File: config.mk
export PLATFORM = sky130hd
export DESIGN_NAME = serial_magnitude_comparator
export DESIGN_NICKNAME = d
export VERILOG_FILES = /design/src/rtl/serial_magnitude_comparator.sv
export SDC_FILE = /design/constraint.sdc
export NUM_CORES = 1
export LEC_CHECK = 0
export ABC_AREA = 1
export CELL_PAD_IN_SITES_DETAIL_PLACEMENT = 0
export CELL_PAD_IN_SITES_GLOBAL_PLACEMENT = 1
export CORE_MARGIN = 3
export CORE_UTILIZATION = 35
export CTS_BUF_LIST = sky130_fd_sc_hd__clkbuf_8
export CTS_CLUSTER_DIAMETER = 60
export CTS_CLUSTER_SIZE = 25
export DETAILED_ROUTE_END_ITERATION = 8
export PLACE_DENSITY = 0.74
export SLEW_MARGIN = 10
export SYNTH_ARGS = -nofsm -noshare
export SYNTH_HDL_FRONTEND = slang
export SYNTH_SLANG_ARGS = --single-unit
File: constraint.sdc
create_clock -name clk -period 2.2 [get_ports clk]
set_input_delay 0.66 -clock clk [delete_from_list [all_inputs] [get_ports clk]]
set_output_delay 0.66 -clock clk [all_outputs]
set_load 0.05 [all_outputs]
File: src/rtl/serial_magnitude_comparator.sv
// serial_magnitude_comparator: bit-serial MSB-first A/B magnitude compare with early exit
// Ports: clk, reset (sync, active-high); start/signed_mode/A/B sampled when idle;
// busy high while comparing; done pulses once when K (A<=B) and L (A>=B) update.
module serial_magnitude_comparator #(
  parameter int WIDTH = 8
) (
  input  logic             clk,
  input  logic             reset,
  input  logic             start,
  input  logic             signed_mode,
  input  logic [WIDTH-1:0] A,
  input  logic [WIDTH-1:0] B,
  output logic             busy,
  output logic             done,
  output logic             K,
  output logic             L
);
  localparam int IW = $clog2(WIDTH);
  localparam logic [IW-1:0] TOP = IW'(WIDTH - 1);
  localparam logic [0:0] IDLE = 1'b0;
  localparam logic [0:0] COMPARE = 1'b1;
  logic [0:0] state;
  logic [WIDTH-1:0] a_q, b_q;
  logic sm_q;
  logic [IW-1:0] idx;
  logic a_bit, differ, inv, last, k_next, l_next;
  always_comb begin
    a_bit  = a_q[idx];
    differ = a_bit ^ b_q[idx];
    // a differing sign bit reverses the ordering in two's complement
    inv    = sm_q & (idx == TOP);
    last   = differ | (idx == '0);
    k_next = differ ? ~(a_bit ^ inv) : 1'b1;
    l_next = differ ? (a_bit ^ inv) : 1'b1;
  end
  assign busy = state[0];
  always_ff @(posedge clk) begin
    if (reset) begin
      state <= IDLE;
      done  <= 1'b0;
      K     <= 1'b0;
      L     <= 1'b0;
    end else begin
      done <= 1'b0;
      if (state == IDLE) begin
        if (start) begin
          a_q   <= A;
          b_q   <= B;
          sm_q  <= signed_mode;
          idx   <= TOP;
          state <= COMPARE;
        end
      end else if (last) begin
        state <= IDLE;
        done  <= 1'b1;
        K     <= k_next;
        L     <= l_next;
      end else begin
        idx <= idx - IW'(1);
      end
    end
  end
endmodule

==> results_dict.tcl <==
set metrics [dict create \
    crit_type "flip-flop to output port" \
    endpoint_kind "output port" \
    routedWlPerCell_um 10.01 \
    place_inst 187 \
    hold_start "L" \
    synthXorXnorAreaFrac_pct 0.7568 \
    antenna_found_initial 0 \
    worstPathBufferInverterCount 1 \
    tns_ns 0 \
    yosys_register_bits 24 \
    synth-simple-area-share_pct 25.62 \
    power.switching_uw 225.6 \
    postRouteAntennaNets 0 \
    synth_top_family_by_area "simple AND/OR/NAND/NOR gates" \
    hold_viol 0 \
    power.leakage_nw 0.6681 \
    die_w_um 63.51 \
    ys_types 16 \
    fmax_mhz 487.1 \
    netlist_top_cells_count "nand2_1, edfxtp_1, inv_1" \
    dp_hpwl_mm 1.472 \
    power_frac_seq_pct 57.0 \
    synthTopCellsByArea "edfxtp_1, nand2_1, dfxtp_1" \
    worst_r2r_path_depth 9 \
    initial_utilization_pct 37.30 \
    overflow 0 \
    drt_pass1_iterations 2 \
    yosysTopAreaCell "edfxtp_1" \
    status "completed" \
    min_period_over_period_pct 93.32 \
    period_needed_ns 2.053 \
    cts_max_level 1 \
    synth_mux_area_share_pct 0 \
    rows 20 \
    root_buffer "clkbuf_8" \
    diodes 0 \
    layout.nets 171 \
    tritoncts.num_buffers 3 \
    ctsResizeCount 0 \
    cpPeakStageDelay_ns 0.80 \
    power.density_nw_per_um2 629.5 \
    avgSynthCellArea_um2 9.487 \
    maxCapViolations 0 \
    synth_fa_ha_area_share_pct 3.243 \
    grt_max_degree 18 \
    p_sw_share_pct 24.15 \
    setup_viol 0 \
    relSlewSlack_pct 67.15 \
    synth_area_um2 1157 \
    placement.io_buffers 23 \
    comb_power_share_pct 15.3 \
    final_util_pct 47.82 \
    path_delay_family "buffers and inverters" \
    clkPwrFrac_pct 27.7 \
    finalWeightedCongestion 0.7837 \
    fp.dieArea_um2 4033 \
    required_ns 1.54 \
    core_area_um2 3103 \
    yosysMostFrequentCell "nand2_1" \
    min_path_type "flip-flop to flip-flop" \
    vias_per_cell 4.277 \
    grt.total_usage_pct 11.04 \
    cts_tree "done" \
    fin_skew_ns 0.006682 \
    synth_top_cell_area_share_pct 51.89 \
    internal_power_uw 708.5 \
    wirelength_mm 1.912 \
    io_pins 24 \
    clock_sinks 24 \
    postSynthCellCount 122 \
    ys_warn_count 0 \
    grt_first_pass_wirelength_mm 3.429 \
    rrSetupSlack_ns 0.26 \
    timing.rr.end "idx[2]" \
    maxSlewViolCount 0 \
    final_cells 191 \
    clock_path_buffers 2 \
    critPathLaunchType "flip-flop" \
    r2r_start "idx[0]" \
    critical_path.max_fanout 2 \
    arrival_ns 1.39 \
    die_y_um 63.51 \
    synthArstFlopShare_pct 0 \
    synth_edf_count 20 \
    route.detailed.drc 0 \
    cts_setup_buffers 0 \
    synth_ff_type "edfxtp_1" \
    ir_drop_mv 0.2719 \
    drive_gt1_share_pct 11.56 \
    rsz0062_at_grt "false" \
    yosysSeqAreaShare_pct 58.81 \
    crit_chain "clkdlybuf4s50_1" \
    clkLatencyLatePin_ns 0.27 \
    syn-num-nets 145 \
    clk_pin_slew_ns 0.08 \
    critical_path.slowest_cell "clkdlybuf4s50_1" \
    holdBufCountCts 0 \
    drt_iter0_drc 34 \
    grt_pass1_vias 792 \
    num_vias 817 \
    areaGrowthSynthToFinish_pct 28.22 \
    synth_compound_area_share_pct 2.162 \
    hold_end "L" \
    worstMarginPinSlew_ns 0.4913 \
    whs_path_depth 2 \
]
final cells by class:
type / count / area [µm²]
fillers: 325 / 1619
clock buffers: 3 / 41.29
well taps: 44 / 55.05
multi-input cells: 73 / 367.9
clock inverters: 1 / 3.754
flip-flops and latches: 24 / 680.7
inverters: 22 / 87.58
repair buffers: 24 / 247.7
per-stage QoR:
| step | power, mW | cell area [µm²] | hold slack [ns] | setup WS, ns |
|---|---|---|---|---|
| 2_1_floorplan | 0.6273 | 1157 | 0.6610 | 0.2627 |
| 3_3_place_gp | 0.6854 | 1439 | 0.4521 | 0.2969 |
| 3_5_place_dp | 0.6890 | 1439 | 0.4559 | 0.2167 |
| 4_1_cts | 0.9485 | 1484 | 0.4784 | 0.1322 |
| 5_1_grt | 0.9893 | 1484 | 0.4912 | 0.03515 |
| 6_report | 0.9341 | 1484 | 0.4709 | 0.1470 |
metal layers:
layer	global-route usage [%]	wire length [µm]	vias up
li1	-	-	433
met1	12.68	823	363
met2	18.51	957	15
met3	2.674	84	6
met4	6.469	47	0
met5	0	0	-
how the worst max path moves through the flow:
stage | start | to | slack [ns] | cells past startpoint
floorplan | reset | a_q[0] | 0.26 | 3
global placement | reset | idx[1] | 0.30 | 4
detailed placement | idx[0] | idx[1] | 0.22 | 8
CTS | K | K | 0.13 | 1
global route | idx[0] | idx[2] | 0.04 | 8
finish | K | K | 0.15 | 1
layout by cell type, fill, tap and decap left out, drive strengths merged:
master	synthesis	layout
nand2	44	44
buf	3	2
o21ai	1	1
edfxtp	20	20
ha	3	3
clkbuf	0	3
clkdlybuf4s50	0	22
dfxtp	4	4
a21oi	4	4
inv	22	23
xnor2	1	1
nor2	3	3
nand3	17	17
tightest hold or removal path: cells and delay by family, from the launching register on:
kind / cells / cell delay (ns)
and+or+nand+nor: 1 / 0.07
AOI/OAI and AO/OA: 1 / 0.04
DFF: 1 / 0.33
power groups by stage:
stage	Combinational [mW]	Sequential [mW]	Clock, mW
after detailed placement	0.145	0.544	0
after floorplan	0.0740	0.553	0
after global routing	0.160	0.536	0.293
after global placement	0.142	0.543	0
final	0.143	0.533	0.259
after CTS	0.146	0.533	0.269
logic make-up (layout without fill, tap and decap cells):
family | count (synthesis) | count (layout)
and+or+nand+nor | 64 | 64
DFF | 24 | 24
xor gates and xnor gates | 1 | 1
adders and majority gates | 3 | 3
AOI/OAI and AO/OA | 5 | 5
buffers and inverters | 25 | 50
state kept, by name (all words and copies together), names as in the netlist:
register / count
idx: 3
b_q: 8
a_q: 8
sm_q: 1
K: 1
L: 1
done: 1
busy: 1
Power figures use the tool's default switching activity.
